`config.mk`:
```
export PLATFORM = sky130hd
export DESIGN_NAME = rmii_rx_framer
export DESIGN_NICKNAME = d
export VERILOG_FILES = /design/src/rtl/eth_types_pkg.sv /design/src/rtl/rmii_byte_assembler.sv /design/src/rtl/rmii_rx_framer.sv
export SDC_FILE = /design/constraint.sdc
export NUM_CORES = 1
export LEC_CHECK = 0
export CAP_MARGIN = 10
export CORE_UTILIZATION = 53
export CTS_CLUSTER_DIAMETER = 50
export DETAILED_ROUTE_END_ITERATION = 8
export PLACE_DENSITY = 0.84
export SYNTH_ARGS = -nofsm -noshare
export SYNTH_HDL_FRONTEND = slang
export SYNTH_HIERARCHICAL = 1
export SYNTH_SLANG_ARGS = --single-unit
```
`constraint.sdc`:
```
create_clock -name clk -period 2.46 [get_ports clk]
set_clock_uncertainty 0.2 [all_clocks]
set_input_delay 0.246 -clock clk [delete_from_list [all_inputs] [get_ports clk]]
set_output_delay 0.246 -clock clk [all_outputs]
set_load 0.05 [all_outputs]
```
`src/rtl/eth_types_pkg.sv`:
```
`default_nettype none
// ============================================================================
// Module      : eth_types_pkg
// Description : Shared types and constants for the Ethernet receive path.
//               Holds the RMII framer state encoding and the preamble/SFD
//               dibit values used when locking onto a frame.
// Revision    : 1.0 - initial release
// ============================================================================
package eth_types_pkg;

    // RMII receive framer states; DRAIN is the reset state.
    typedef enum logic [1:0] {
        DRAIN    = 2'd0,
        IDLE     = 2'd1,
        PREAMBLE = 2'd2,
        DATA     = 2'd3
    } rmii_rx_states;

    localparam logic [1:0] PREAMBLE_DIBIT = 2'b01;
    localparam logic [1:0] SFD_DIBIT      = 2'b11;

endpackage
`default_nettype wire

```
`src/rtl/rmii_byte_assembler.sv`:
```
`default_nettype none
// ============================================================================
// Module      : rmii_byte_assembler
// Description : Packs RMII dibits LSB-first into bytes. Dibit k of a byte
//               lands in bits [2k+1:2k]. The completed byte and its done
//               pulse are presented combinationally on the cycle the 4th
//               dibit is shifted, so the framer can park it on that edge.
// Ports       : clk, rst_n      - clock, async active-low reset
//               clear           - synchronous restart of the dibit index
//               shift_en, dibit - accept one dibit this cycle
//               byte_data       - completed byte (valid while done=1)
//               dibit_idx       - dibits already held for the current byte
//               done            - 4th dibit of a byte accepted this cycle
// Revision    : 1.0 - initial release
// ============================================================================
module rmii_byte_assembler (
    input  logic       clk,
    input  logic       rst_n,
    input  logic       clear,
    input  logic       shift_en,
    input  logic [1:0] dibit,
    output logic [7:0] byte_data,
    output logic [1:0] dibit_idx,
    output logic       done
);

    // Only the three older dibits need storage; the 4th comes straight in.
    logic [5:0] sr;

    assign byte_data = {dibit, sr};
    assign done      = shift_en & ~clear & (dibit_idx == 2'd3);

    always_ff @(posedge clk or negedge rst_n) begin
        if (!rst_n) begin
            sr        <= 6'd0;
            dibit_idx <= 2'd0;
        end else if (clear) begin
            dibit_idx <= 2'd0;
        end else if (shift_en) begin
            sr        <= {dibit, sr[5:2]};
            dibit_idx <= dibit_idx + 2'd1;
        end
    end

endmodule
`default_nettype wire

```
`src/rtl/rmii_rx_framer.sv`:
```
`default_nettype none
// ============================================================================
// Module      : rmii_rx_framer
// Description : RMII receive framer. Registers CRS_DV/RXD/RX_ER, locks onto
//               preamble + SFD, assembles bytes and emits them through a
//               one-byte hold register so the last byte carries eof/err.
//               Optional macro ETH_RX_STATS_EN adds frame and error counters.
// Ports       : clk, rst_n                        - 50 MHz clock, async reset
//               rmii_crs_dv, rmii_rxd, rmii_rx_er - RMII receive pins
//               rx_data, rx_valid                 - byte stream strobe
//               rx_sof, rx_eof, rx_err            - qualifiers (with rx_valid)
//               frame_cnt, err_cnt                - ETH_RX_STATS_EN only
// Revision    : 1.0 - initial release
// ============================================================================
module rmii_rx_framer
    import eth_types_pkg::*;
#(
    parameter int MIN_PREAMBLE    = 4,
    parameter int MAX_FRAME_BYTES = 1522
) (
    input  logic        clk,
    input  logic        rst_n,
    input  logic        rmii_crs_dv,
    input  logic [1:0]  rmii_rxd,
    input  logic        rmii_rx_er,
    output logic [7:0]  rx_data,
    output logic        rx_valid,
    output logic        rx_sof,
    output logic        rx_eof,
    output logic        rx_err
`ifdef ETH_RX_STATS_EN
    ,
    output logic [15:0] frame_cnt,
    output logic [15:0] err_cnt
`endif
);

    localparam logic [4:0]  MIN_PRE   = 5'(MIN_PREAMBLE);
    localparam logic [10:0] MAX_BYTES = 11'(MAX_FRAME_BYTES);

    logic          crs_q;
    logic [1:0]    rxd_q;
    logic          er_q;
    logic          prev_low;
    rmii_rx_states state;
    logic [4:0]    pre_cnt;
    logic [1:0]    pend_dibit;
    logic          pend_valid;
    logic [7:0]    held;
    logic          held_valid;
    logic          held_first;
    logic [10:0]   byte_cnt;
    logic          err_flag;
    logic          end_det;
    logic          asm_clear;
    logic          asm_shift;
    logic          asm_done;
    logic [1:0]    asm_dibit;
    logic [1:0]    asm_idx;
    logic [7:0]    asm_byte;
`ifdef ETH_RX_STATS_EN
    logic          abort_p;
`endif

    // Second consecutive low CRS_DV cycle.
    assign end_det   = ~crs_q & prev_low;
    assign asm_clear = (state != DATA);

    // A dibit seen with CRS_DV low may be the first of the two end cycles,
    // so it is parked one cycle; it only enters the assembler once the
    // following cycle proves the frame continues (nibble-rate toggling).
    always_comb begin
        asm_shift = 1'b0;
        asm_dibit = rxd_q;
        if (state == DATA && !end_det) begin
            if (pend_valid) begin
                asm_shift = 1'b1;
                asm_dibit = pend_dibit;
            end else if (crs_q) begin
                asm_shift = 1'b1;
            end
        end
    end

    rmii_byte_assembler u_asm (
        .clk       (clk),
        .rst_n     (rst_n),
        .clear     (asm_clear),
        .shift_en  (asm_shift),
        .dibit     (asm_dibit),
        .byte_data (asm_byte),
        .dibit_idx (asm_idx),
        .done      (asm_done)
    );

    always_ff @(posedge clk or negedge rst_n) begin
        if (!rst_n) begin
            crs_q      <= 1'b0;
            rxd_q      <= 2'd0;
            er_q       <= 1'b0;
            prev_low   <= 1'b0;
            state      <= DRAIN;
            pre_cnt    <= 5'd0;
            pend_dibit <= 2'd0;
            pend_valid <= 1'b0;
            held       <= 8'd0;
            held_valid <= 1'b0;
            held_first <= 1'b0;
            byte_cnt   <= 11'd0;
            err_flag   <= 1'b0;
            rx_data    <= 8'd0;
            rx_valid   <= 1'b0;
            rx_sof     <= 1'b0;
            rx_eof     <= 1'b0;
            rx_err     <= 1'b0;
`ifdef ETH_RX_STATS_EN
            abort_p    <= 1'b0;
`endif
        end else begin
            crs_q    <= rmii_crs_dv;
            rxd_q    <= rmii_rxd;
            er_q     <= rmii_rx_er;
            prev_low <= ~crs_q;
            rx_valid <= 1'b0;
            rx_sof   <= 1'b0;
            rx_eof   <= 1'b0;
            rx_err   <= 1'b0;
`ifdef ETH_RX_STATS_EN
            abort_p  <= 1'b0;
`endif
            case (state)
                DRAIN: begin
                    if (end_det) state <= IDLE;
                end
                IDLE: begin
                    if (crs_q && rxd_q == PREAMBLE_DIBIT) begin
                        state   <= PREAMBLE;
                        pre_cnt <= 5'd1;
                    end
                end
                PREAMBLE: begin
                    if (end_det) begin
                        state <= IDLE;
                    end else if (crs_q) begin
                        if (rxd_q == PREAMBLE_DIBIT) begin
                            if (pre_cnt != 5'd31) pre_cnt <= pre_cnt + 5'd1;
                        end else if (rxd_q == SFD_DIBIT && pre_cnt >= MIN_PRE) begin
                            state      <= DATA;
                            byte_cnt   <= 11'd0;
                            err_flag   <= 1'b0;
                            held_valid <= 1'b0;
                            pend_valid <= 1'b0;
                        end else begin
                            state <= DRAIN;
`ifdef ETH_RX_STATS_EN
                            abort_p <= 1'b1;
`endif
                        end
                    end
                end
                DATA: begin
                    if (end_det) begin
                        // The parked first-low dibit is dropped; any dibits
                        // left in the assembler mean the frame dribbled.
                        state      <= IDLE;
                        pend_valid <= 1'b0;
                        held_valid <= 1'b0;
                        if (held_valid) begin
                            rx_valid <= 1'b1;
                            rx_data  <= held;
                            rx_sof   <= held_first;
                            rx_eof   <= 1'b1;
                            rx_err   <= err_flag | er_q | (asm_idx != 2'd0);
                        end
                    end else begin
                        if (er_q) err_flag <= 1'b1;
                        if (!crs_q) begin
                            pend_dibit <= rxd_q;
                            pend_valid <= 1'b1;
                        end else if (pend_valid) begin
                            pend_dibit <= rxd_q;
                        end
                        if (asm_done) begin
                            if (byte_cnt != 11'h7FF) byte_cnt <= byte_cnt + 11'd1;
                            if (byte_cnt == MAX_BYTES) begin
                                // Byte MAX+1 completed: truncate the frame.
                                state      <= DRAIN;
                                held_valid <= 1'b0;
                                rx_valid   <= held_valid;
                                rx_data    <= held;
                                rx_sof     <= held_valid & held_first;
                                rx_eof     <= held_valid;
                                rx_err     <= held_valid;
                            end else begin
                                if (held_valid) begin
                                    rx_valid <= 1'b1;
                                    rx_data  <= held;
                                    rx_sof   <= held_first;
                                end
                                held       <= asm_byte;
                                held_valid <= 1'b1;
                                held_first <= (byte_cnt == 11'd0);
                            end
                        end
                    end
                end
                default: state <= DRAIN;
            endcase
        end
    end

`ifdef ETH_RX_STATS_EN
    always_ff @(posedge clk or negedge rst_n) begin
        if (!rst_n) begin
            frame_cnt <= 16'd0;
            err_cnt   <= 16'd0;
        end else begin
            if (rx_valid && rx_eof) frame_cnt <= frame_cnt + 16'd1;
            if ((rx_valid && rx_eof && rx_err) || abort_p) err_cnt <= err_cnt + 16'd1;
        end
    end
`endif

endmodule
`default_nettype wire

```
# After elaboration in Yosys (flattened, before gate mapping)
# Index checks and enable logic that the tools add are counted.
# word_totals
ff_bits	57
wordCells	151
# op_classes
addsub	3
order_cmp	1
n_eq_ne	28
mux	68
bitwise_logic	10
n_reduce_logical	21
# op_table
operator	n
$mux 11	7
$mux 8	4
$mux 1	31
$mux 2	15
$mux 5	5
$ne 2x2->1 const B	12
$reduce_and 6->1	4
$pmux 11 s2	1
$ne 3x3->1 const B	4
$add 11x1->11 const B	1
$eq 11x11->1 const B	1
$logic_not 11->1	1
$ne 11x11->1 const B	1
$pmux 5 s2	1
$reduce_bool 2->1	5
$eq 2x2->1 const B	4
$pmux 2 s4	1
$reduce_and 8->1	1
$reduce_and 7->1	1
$pmux 1 s2	3
$add 5x1->5 const B	1
$ge 5x3->1 const B	1
$ne 5x5->1 const B	1
$and 1x1->1	4
other kinds (12)	21

# Logic depth before layout (Yosys ltp)
# Gate-level depths: netlist of the first run.
# depth
word_depth	10
mapped_depth	13
mapped_depth_nobuf	9

# Cells and area by module
# Netlist of the first run, hierarchy kept.
# modules_own_cells
module	n_inst	cells_per_inst	area_each_um2
rmii_rx_framer	1	265	2685.1
rmii_byte_assembler	1	24	376.6

# Least setup slack after synthesis of the first run
# OpenSTA, ideal clock, no wires.
# synth_timing
path_kind	register to register
start	register state[0]
end	register byte_cnt[1]
setup_ps	79
arrival_time_ps	2341
required_time_ps	2181
path_slack_ps	-161
path_stages_with_launch	13
n_path_buf	3
synth_period_minus_slack_ps	2621
cell_sequence	dfrtp_1 buf_6 and2_4 buf_8 inv_6 a21oi_1 nor2b_4 buf_6 and2_2 nor2b_1 a211o_1 nor3_4 mux2i_1
# synth_via
elab_cells_between_ends	18
classes_between	eq/ne: 10; mux: 2; bitwise: 3; reduce/logical: 3
# synth_rtl
item	line	text
start, declared	rmii_rx_framer.sv:45	rmii_rx_states state;
start signal, assigned	rmii_rx_framer.sv:102	state <= DRAIN;
start signal, assigned	rmii_rx_framer.sv:133	if (end_det) state <= IDLE;
start signal, assigned	rmii_rx_framer.sv:137	state <= PREAMBLE;
$ne 2x2->1	rmii_rx_framer.sv:67	assign asm_clear = (state != DATA);
net asm_clear	rmii_rx_framer.sv:55	logic asm_clear;
$not 1->1 (no source line)	n/a	
$and 1x1->1 (2 in series)	rmii_byte_assembler.sv:31	assign done = shift_en & ~clear & (dibit_idx == 2'd3);
net asm_done	rmii_rx_framer.sv:57	logic asm_done;
$ne 2x2->1 (no source line)	n/a	
$reduce_and 8->1 (no source line)	n/a	
end signal, assigned	rmii_rx_framer.sv:184	if (byte_cnt != 11'h7FF) byte_cnt <= byte_cnt + 11'd1;
end, declared	rmii_rx_framer.sv:52	logic [10:0] byte_cnt;
# The timed path passes the listed nets, and every way through them passes these cells.
# A chain may end at the register's enable or synchronous reset.

# Worst setup path after layout of the first run
# layout_timing
start	register prev_low
end	register byte_cnt[1]
# layout_via
elab_chain_len	8
elab_cells_between_ends	10
classes_between	eq/ne: 3; mux: 1; bitwise: 3; reduce/logical: 3
# layout_rtl
item	line	text
start, declared	rmii_rx_framer.sv:44	logic prev_low;
start signal, assigned	rmii_rx_framer.sv:123	prev_low <= ~crs_q;
$and 1x1->1	rmii_rx_framer.sv:66	assign end_det = ~crs_q & prev_low;
$logic_not 1->1	rmii_rx_framer.sv:75	if (state == DATA && !end_det) begin
$logic_and 1x1->1	rmii_rx_framer.sv:75	
$mux 1	rmii_rx_framer.sv:75	
net asm_shift	rmii_rx_framer.sv:56	logic asm_shift;
$and 1x1->1 (2 in series)	rmii_byte_assembler.sv:31	
net asm_done	rmii_rx_framer.sv:57	
$ne 2x2->1 (no source line)	n/a	
$reduce_and 8->1 (no source line)	n/a	
# The timed path passes the listed nets, and every way through them passes these cells.

==> results of run 1 <==
[worst max-delay path, stage by stage, from the launching register on]
cell      delay, ps
dfrtp_1         400
nand2b_1        180
a21oi_4         180
nor2b_4         170
and2_2          200
nor2b_1          60
a211o_1         320
nor3_4          190
buf_4           180
mux2i_1         180
[final timing paths]
path | start | to | cells after the start
worst min register to register | held_first | held_first | 1
max in group asynchronous | rst_n | byte_cnt[5] | 3
worst min-delay path | rmii_rxd[1] | rxd_q[1] | 1
worst max register to register | prev_low | byte_cnt[1] | 9
min in group asynchronous | rst_n | rx_data[5] | 2
worst max-delay path | prev_low | byte_cnt[1] | 9
[placed cells by master (no fill, tap or decap), types with 4 or more instances in the layout]
master            n
mux2i_1          12
a21oi_1           8
mux2_2           13
mux2_4            6
o21a_1            4
nand2_1          14
nor2b_1          11
ha_1              7
dfrtp_1          56
nand4_1          13
and3_1            6
clkdlybuf4s50_1  16
nand2b_1          5
nand3_1          16
inv_1             7
and2_1           10
a31oi_1           5
nor2_1           10
clkbuf_8         11
buf_4            13
o21ai_0          23
[cell usage after synthesis, types with 3 or more instances]
cell type and instances:
and2_1 10, mux2_2 13, a2bb2oi_1 3, o31ai_1 3, mux2_4 6, ha_1 7
buf_4 3, nor2_1 10, inv_1 7, nand2_1 14, and3_1 6, a31oi_1 5
nor3_1 3, dfrtp_1 57, buf_2 8, a21oi_1 9, nand2b_1 5, mux2i_1 12
clkbuf_1 5, nand4_1 13, o21a_1 4, nor2b_1 11, nand3_1 16, o21ai_0 23
[per-layer routing]
| metal | up-vias | GRT usage (%) | share of wire [%] | wire, um |
|---|---|---|---|---|
| met3 | 16 | 4.71 | 4.3 | 274 |
| met1 | 1121 | 30.2 | 46 | 2890 |
| met2 | 66 | 35.8 | 47 | 2980 |
| met5 | - | 0 | 0 | 0 |
| li1 | 1099 | - | - | - |
| met4 | 0 | 13.3 | 2.6 | 163 |
[power groups by stage]
stage	Combinational [mW]	Sequential (mW)	Clock (mW)
after floorplan	0.397	1.09	0
after global placement	0.481	1.10	0
after detailed placement	0.496	1.11	0
after CTS	0.500	1.09	0.890
after global routing	0.586	1.11	0.924
final	0.536	1.09	0.879
[through the flow]
step,util (%),total power [mW]
after floorplan,-,1.48
after global placement,59.6,1.58
after detailed placement,59.6,1.61
after CTS,63.3,2.48
after global routing,64.0,2.62
final,64.0,2.51
[repair_timing]
action | in CTS | in global routing
hold buffers | 1 | 0
setup buffers | 0 | 3
hold endpoints to repair | 33 | 0
endpoints found under the setup margin | 0 | 20
gates resized for setup | 0 | 3
[final cells by class]
type                            count  share of cell area (%)
Inverter                            8                   0.987
Clock inverter                      3                    1.13
Multi-Input combinational cell    205                    42.5
Timing Repair Buffer               32                    8.25
Tap cell                           72                    2.54
Sequential cell                    57                    40.2
Clock buffer                       12                    4.37
[state kept, by name, summed over array words and instances, names as in the netlist, 2 cells and up]
register	cells
state	2
rxd_q	2
u_asm/sr	6
pend_dibit	2
rx_data	8
held	8
u_asm/dibit_idx	2
byte_cnt	11
pre_cnt	5
[cell families (layout without fill, tap and decap cells)]
family | after synthesis | count (layout)
and+or+nand+nor | 105 | 105
AOI/OAI and AO/OA | 61 | 61
DFF | 57 | 57
muxes | 31 | 31
buffers and inverters | 27 | 55
adders and majority gates | 7 | 7
xor gates and xnor gates | 1 | 1
==> summary.md, run 1 <==
| Metric | Value |
|---|---|
| Status | finished, final reports clean |
| Worst min-delay path category | input pin to register |
| Crit end category | register |
| Max frequency | 0.427 GHz |
| Die W | 78.0 um |
| Tightest Pin Transition | 795 ps |
| Die area | 6080 um2 |
| Sw frac | 29.1% |
| Layout cells sized above 1 | 19.9% |
| Initial antenna violation count | 0 |
| Fin area | 3550 um2 |
| # DRC | 0 |
| Starting Density | 55.3% |
| Slew HR | 47.0% |
| Ranking of synthesized cells by area | dfrtp_1 (47%), mux2_2 (4.8%), mux2i_1 (3.9%) |
| DR pass1 iterations | 4 |
| Final Cycle Share | 95.1% |
| XOR/XNOR Fraction of Synth Area | 0.286% |
| Leading area contributor after synthesis | dfrtp_1 |
| Root buf cell | clkbuf_8 |
| H-Tree Depth | 3 |
| P_int | 1.78 mW |
| Largest family of logic cells by synthesized area | simple AND/OR/NAND/NOR gates |
| Number of synthesized flops with an enable pin | 0 |
| Drt wl/cell | 16.2 um |
| CP max FO | 8 |
| Synth Area in Adders | 2.86% |
| Distinct cells, synth | 54 |
| Clock Latency Late Sink | 340 ps |
| Mux cell area share after synthesis | 11.6% |
| # rows | 27 |
| Final nets | 326 |
| P&R area growth vs syn | 15.9% |
| ANT cells | 0 |
| Synth Area in Compound Gates | 12.8% |
| Reg power frac | 43.5% |
| Port bufs | 17 |
| Worst-path clk slew | 60 ps |
| Worst hold slack | 142 ps |
| PwrDens | 706 nW/um2 |
| Final hold violation count | 0 |
| TritonCTS clock tree | done |
| Post-synth ARST share | 100% |
| Combinational fraction of design power | 21.4% |
| Area of the multi-input gates | 1510 um2 |
| Cells after DPL | 370 |
| Critical Path AT | 2400 ps |
| Clock Path Buffers | 2 |
| Worst IR drop on VDD | 0.432 mV |
| Worst Path Required | 2520 ps |
| Register area | 1430 um2 |
| Via Count | 2302 |
| Fin crit period | 2340 ps |
| Placed cell area | 3300 um2 |
| Total track usage | 23.1% |
| Post-route ant nets | 0 |
| Post-route insts no fill | 389 |
| Syn. warnings | 6 |
| Power share of the clock group | 35.1% |
| FF-to-FF setup slack | 120 ps |
| Post-Synth Simple-Gate Area | 20.8% |
| Layout filler cell count | 444 |
| Syn_area_per_cell | 10.6 um2 |
| Sum Neg Setup Slack | 0 ps |
| CORE AREA | 5540 um2 |
| Detailed Route WL | 6300 um |
| Final setup margin | 120 ps |
| GP Congestion | 0.891 |
| Sw Pwr | 0.729 mW |
| Via density | 5.92 |
| Max Cap Violations | 0 |
| DP Wirelength | 4230 um |
| Grt ovf | 0 |
| First-pass GRT wire length | 10700 um |
| Number of DRC markers in iteration 0 | 186 |
| Area of the mapped netlist | 3060 um2 |
| RSZ-0062 raised after global routing | no |
| IO Pins | 18 |
| CTS Buf Count | 9 |
| Sequential fraction of the synthesis area | 46.6% |
| Pin count of the biggest net entering global routing | 36 |
| Post-Syn Instances | 289 |
| Seq cells post-synth | 57 |
| Critical path type | register to register |
| Ys flop type | dfrtp_1 |
| Synth top area share | 46.6% |
| Syn_nets | 302 |
| Sink Count | 57 |
| Die H | 78.0 um |
| Max-slew violations | 0 |
| Worst setup SP type | register |
| Post-Place Setup Slack | 90.6 ps |
| Vias in the first global route | 2215 |
| Final setup viols | 0 |
| Pleak | 1.58 nW |
(Power assumes the default switching activity.)
==> run 2: changes to the inputs <==
CORE_UTILIZATION = 64   (was 53)
PLACE_DENSITY = 0.85   (was 0.84)
clock period = 2.8 ns   (was 2.46 ns; I/O delays follow)
==> summary.md, run 2 (synthesis gave the netlist of run 1 again) <==
| Metric | Value |
|---|---|
| Most Crowded Layer GR | met2 |
| Largest Register | byte_cnt |
| Total track usage | 27.5% (+4.3 points) |
| RSZ-0062 raised after global routing | no |
| Grt met3 use | 4.70% (-0.0050 points) |
| CTS Buf Count | 9 (unchanged) |
| # DRC | 2 (+2) |
| Crit end category | register |
| Slew HR | 41.9% (-5.1 points) |
| Starting Density | 68.4% (+13 points) |
| Via Count | 2261 (-1.8%) |
| Die W | 71.2 um (-8.8%) |
| Worst IR drop on VDD | 0.537 mV (+24%) |
| Worst min-delay path category | input pin to register |
| Max frequency | 0.381 GHz (-11%) |
| Clock Latency Late Sink | 330 ps (about the same) |
| Root buf cell | clkbuf_8 |
| PostCTS Resize Cnt | 0 (unchanged) |
| Die area | 5060 um2 (-17%) |
| ANT cells | 0 (unchanged) |
| GRT met1 Usage | 39.0% (+8.8 points) |
| Vias in the first global route | 2166 (-2.2%) |
| H-Tree Depth | 3 (unchanged) |
| Post-route ant nets | 0 (unchanged) |
| Final setup viols | 0 (unchanged) |
| Violated checks | design-rule violations |
| First-pass GRT wire length | 10700 um (about the same) |
| Initial antenna violation count | 0 (unchanged) |
| DR pass1 iterations | 6 (+2) |
| Post-Place Setup Slack | 191 ps (+99.9 ps) |
| Grt met2 use | 42.1% (+6.4 points) |
| Final Cycle Share | 93.8% (-1.4 points) |
| GP Congestion | 0.874 (-1.9%) |
| Sink Count | 57 (unchanged) |
| Cells after DPL | 346 (-6.5%) |
| Final nets | 319 (-2.1%) |
| Most frequent cells in the layout | dfrtp_1 (57), o21ai_0 (23), nand3_1 (16), clkdlybuf4s50_1 (16), nand2_1 (14) |
| Layout cells sized above 1 | 17.0% (-2.8 points) |
| CP max FO | 12 (+4) |
| Leading cell type in the layout, fill and taps excluded | dfrtp_1 |
| Pleak | 1.55 nW (-2.5%) |
| Via density | 6.23 (+5.3%) |
| Tightest Pin Transition | 872 ps (+76.5 ps) |
| Drt wl/cell | 16.5 um (+1.7%) |
| Post-CTS setup buffers | 0 (unchanged) |
| Max Cap Violations | 0 (unchanged) |
| Final setup margin | 175 ps (+54.7 ps) |
| Worst Path Required | 2860 ps (+340 ps) |
| Worst setup SP type | register |
| IO Pins | 18 (unchanged) |
| Status | finished, violations left |
| Layout filler cell count | 298 (-33%) |
| TritonCTS clock tree | done |
| Final hold violation count | 0 (unchanged) |
| # rows | 24 (-11%) |
| Critical Path AT | 2680 ps (+280 ps) |
| Grt ovf | 0 (unchanged) |
| PwrDens | 607 nW/um2 (-14%) |
| Max-slew violations | 0 (unchanged) |
| Max reg flops | 11 (unchanged) |
| Biggest registers after layout | byte_cnt: 11 flops, held: 8 flops, rx_data: 8 flops |
| Cts hold-fix bufs | 1 (unchanged) |
| Number of DRC markers in iteration 0 | 206 (+11%) |
| Die H | 71.2 um (-8.8%) |
| DP Wirelength | 4090 um (-3.4%) |
| Fin crit period | 2630 ps (+285 ps) |
| Post-route insts no fill | 363 (-6.7%) |
| Clock Path Buffers | 2 (unchanged) |
| CORE AREA | 4470 um2 (-19%) |
| Port bufs | 17 (unchanged) |
| Critical path type | register to register |
| Worst hold slack | 187 ps (+45.0 ps) |
| Worst-path clk slew | 60 ps (about the same) |
| Detailed Route WL | 5980 um (-5.1%) |
| P&R area growth vs syn | 12.0% |
| Pin count of the biggest net entering global routing | 41 (+14%) |
| Sum Neg Setup Slack | 0 ps (unchanged) |
[run 2: cell count changes in the layout (fill, tap and decap cells not counted), moves of 2 or more]
cell / change
o41ai_2: -2
clkbuf_8: +2
o41ai_1: +2
buf_4: -6
[run 2: worst max-delay path, cell delays in order (launching register included)]
cell and delay, ps:
dfrtp_1 480, and2_4 270, inv_6 80, a21oi_1 170, nor2b_4 170, and2_2 190
nor2b_1 60, a211o_1 340, nor3_4 370, mux2i_1 220
[run 2: final cells by class]
| class | count | area (um2) | area share (%) |
|---|---|---|---|
| Clock buffer | 14 | 183 | 5.33 |
| Clock inverter | 2 | 10.0 | 0.292 |
| Inverter | 8 | 35.0 | 1.02 |
| Multi-Input combinational cell | 205 | 1480 | 43.2 |
| Sequential cell | 57 | 1430 | 41.6 |
| Tap cell | 52 | 65.1 | 1.90 |
| Timing Repair Buffer | 25 | 228 | 6.64 |
[run 2: where the power goes]
| group | internal [mW] | switching, mW | leakage [nW] |
|---|---|---|---|
| logic | 0.169 | 0.210 | 0.677 |
| registers | 0.897 | 0.0749 | 0.766 |
| clock network | 0.415 | 0.315 | 0.102 |
| total | 1.48 | 0.601 | 1.55 |
[run 2: metal layers]
metal	vias to the layer above	wire length (um)
met5	-	0
met4	0	99
met3	12	226
met2	56	2830
met1	1105	2830
li1	1088	-
[run 2: final timing paths]
kind                          startpoint       endpoint  slack (ps)  cells after the start
max reg2reg                     state[0]    byte_cnt[1]         170                      9
min                          rmii_rxd[1]       rxd_q[1]         190                      1
min reg2reg                pend_dibit[0]  pend_dibit[0]         310                      1
max                             state[0]    byte_cnt[1]         170                      9
min in group asynchronous          rst_n     rx_data[5]         400                      2
max in group asynchronous          rst_n       err_flag        1290                      3
[run 2: per-stage QoR]
step / total power, mW / utilization [%] / area [um2]
detailed placement: 1.36 / 72.1 / 3230
finish: 2.08 / 76.6 / 3430
global placement: 1.35 / 72.1 / 3230
global route: 2.19 / 76.6 / 3430
floorplan: 1.30 / - / 3060
CTS: 2.09 / 76.6 / 3430
==> run 3: changes to the inputs <==
CORE_UTILIZATION = 35   (was 64)
PLACE_DENSITY = default   (was 0.85)
SLEW_MARGIN = 10   (was default)
==> summary.md, run 3 (synthesis gave the netlist of run 1 again) <==
| Metric | Value |
|---|---|
| TritonCTS clock tree | done |
| GP Congestion | 0.808 (-7.5%) |
| Root buf cell | clkbuf_8 |
| Final nets | 320 (+0.31%) |
| Highest routing layer actually used | met4 |
| Crit end category | register |
| PwrDens | 604 nW/um2 (-0.48%) |
| Grt ovf | 0 (unchanged) |
| Worst Hold Depth | 1 (unchanged) |
| Detailed Route WL | 6480 um (+8.4%) |
| Crit-path slowest cell | dfrtp_2 |
| Post-route insts no fill | 417 (+15%) |
| FF-to-FF setup slack | 250 ps (+80 ps) |
| Worst IR drop on VDD | 0.393 mV (-27%) |
| Biggest registers after layout | byte_cnt: 11 flops, held: 8 flops, rx_data: 8 flops |
| WL met1 | 3280 um (+16%) |
| Initial antenna violation count | 0 (unchanged) |
| Layout cells sized above 1 | 17.0% (-0.055 points) |
| Die area | 9130 um2 (+80%) |
| Max frequency | 0.393 GHz (+3.1%) |
| Met2 routed WL | 2860 um (+1.2%) |
| Max reg flops | 11 (unchanged) |
| Routed met3 length | 252 um (+12%) |
| Via density | 5.33 (-14%) |
| Critical Path AT | 2570 ps (-110 ps) |
| Final setup viols | 0 (unchanged) |
| Sum Neg Setup Slack | 0 ps (unchanged) |
| Min-delay src | rmii_rxd[1] |
| Post-route ant nets | 0 (unchanged) |
| Worst-path clk slew | 60 ps (about the same) |
| Starting Density | 36.7% (-32 points) |
| Worst Reg-to-Reg Cells | 10 (+1) |
| DR pass1 iterations | 5 (-1) |
| Pleak | 1.55 nW (about the same) |
| R2r endpoint | byte_cnt[0] |
| Area of the multi-input gates | 1480 um2 (unchanged) |
| Layout filler cell count | 810 (+170%) |
| Post-Place Setup Slack | 169 ps (-21.5 ps) |
| Fin area | 3500 um2 (+2.1%) |
| Die H | 95.5 um (+34%) |
| CP max FO | 12 (unchanged) |
| Worst min-delay path category | input pin to register |
| Sink Count | 57 (unchanged) |
| Critical path cell sequence | and2_4, inv_6, a21oi_1, nor2b_4, and2_2, nor2b_1, a211o_1, nor3_4, buf_4, mux2i_1 |
| Final hold violation count | 0 (unchanged) |
| H-Tree Depth | 3 (unchanged) |
| Number of DRC markers in iteration 0 | 117 (-43%) |
| Power share of the clock group | 35.6% (+0.5 points) |
| Final Cycle Share | 91.0% (-2.8 points) |
| Fin crit period | 2550 ps (-78.7 ps) |
| CORE AREA | 8340 um2 (+86%) |
| Combinational fraction of design power | 18.2% (about the same) |
| ANT cells | 0 (unchanged) |
| DP Wirelength | 4230 um (+3.4%) |
| Critical path type | register to register |
| Leading cell type in the layout, fill and taps excluded | dfrtp_1 |
| CTS Buf Count | 9 (unchanged) |
| CP peak stage delay | 440 ps (-40 ps) |
| Placed cell area | 3290 um2 (+2.1%) |
| Drt wl/cell | 15.5 um (-5.6%) |
| Via Count | 2222 (-1.7%) |
| RSZ-0062 raised after global routing | no |
| Tightest Pin Transition | 723 ps (-148 ps) |
| # DRC | 0 (-2) |
| Register area | 1430 um2 (about the same) |
| Clock Path Buffers | 2 (unchanged) |
| Most frequent cells in the layout | dfrtp_1 (56), o21ai_0 (23), nand3_1 (16), clkdlybuf4s50_1 (16), nand2_1 (14) |
| Port bufs | 17 (unchanged) |
| P_int | 1.50 mW (+1.5%) |
| Max-slew violations | 0 (unchanged) |
| Die W | 95.5 um (+34%) |
| P&R area growth vs syn | 14.3% |
| Pin count of the biggest net entering global routing | 58 (+41%) |
| Final setup margin | 253 ps (+78.7 ps) |
| Worst setup SP type | register |
| Sw frac | 28.9% (+0.099 points) |
| Hold Path End | rxd_q[1] |
| Reg power frac | 46.1% (-0.6 points) |
| Reg2reg start | state[0] |
| Clock Latency Late Sink | 340 ps (about the same) |
| Vias in the first global route | 2221 (+2.5%) |
| # rows | 33 (+38%) |
| Total track usage | 16.4% (-11 points) |
| Worst Path Required | 2820 ps (-40 ps) |
| IO Pins | 18 (unchanged) |
| Finished Core Util | 42.0% (-35 points) |
| Slew HR | 51.8% (+9.9 points) |
| Max Cap Violations | 0 (unchanged) |
| Cells after DPL | 399 (+15%) |
| Status | finished, final reports clean |
| First-pass GRT wire length | 11100 um (+4.0%) |
| Sw Pwr | 0.612 mW (+1.9%) |
| Largest Register | byte_cnt |
-- run 3: worst max path at each step --
| stage | slack, ps | start | cells past startpoint | to |
|---|---|---|---|---|
| finish | 250 | state[0] | 10 | byte_cnt[0] |
| global route | 80 | state[1] | 9 | byte_cnt[5] |
| CTS | 140 | state[0] | 9 | byte_cnt[1] |
| detailed placement | 170 | state[0] | 9 | byte_cnt[7] |
| global placement | 270 | state[0] | 9 | byte_cnt[1] |
| floorplan | 180 | state[0] | 12 | byte_cnt[1] |
-- run 3: repair_timing --
| item | 4_1_cts | 5_1_grt |
|---|---|---|
| hold buffers | 1 | 0 |
| hold endpoints to repair | 57 | 0 |
| endpoints found under the setup margin | 0 | 6 |
| resized for setup | 0 | 1 |
| buffers inserted | 0 | 1 |
-- run 3: final cells by class --
class / count / share of cell area (%)
Multi-Input combinational cell: 205 / 42.3
Sequential cell: 57 / 40.8
Timing Repair Buffer: 26 / 6.72
Clock buffer: 13 / 4.25
Tap cell: 105 / 3.75
Clock inverter: 3 / 1.14
Inverter: 8 / 1.00
-- run 3: through the flow --
step | power, mW | hold WS [ps]
floorplan | 1.30 | -216
global placement | 1.36 | 278
detailed placement | 1.37 | 275
CTS | 2.13 | 158
global route | 2.23 | 171
finish | 2.12 | 174
-- run 3: critical path, delay by kind of cell (launching register included) --
kind / cells / cell delay (ps)
flops: 1 / 440
mux: 1 / 60
compound gates: 2 / 520
simple gates: 5 / 960
buf+inv: 2 / 260
-- run 3: power groups by stage --
stage	sequential, mW	clock (mW)	combinational [mW]
2_1_floorplan	0.955	0	0.342
3_3_place_gp	0.982	0	0.376
3_5_place_dp	0.989	0	0.381
4_1_cts	0.974	0.776	0.385
5_1_grt	0.986	0.818	0.429
6_report	0.975	0.754	0.386
-- run 3: routing by layer --
metal | up-vias | GRT usage [%]
met5 | - | 0
met4 | 0 | 5.97
met3 | 8 | 5.98
met2 | 40 | 24.7
met1 | 1097 | 21.4
li1 | 1077 | -
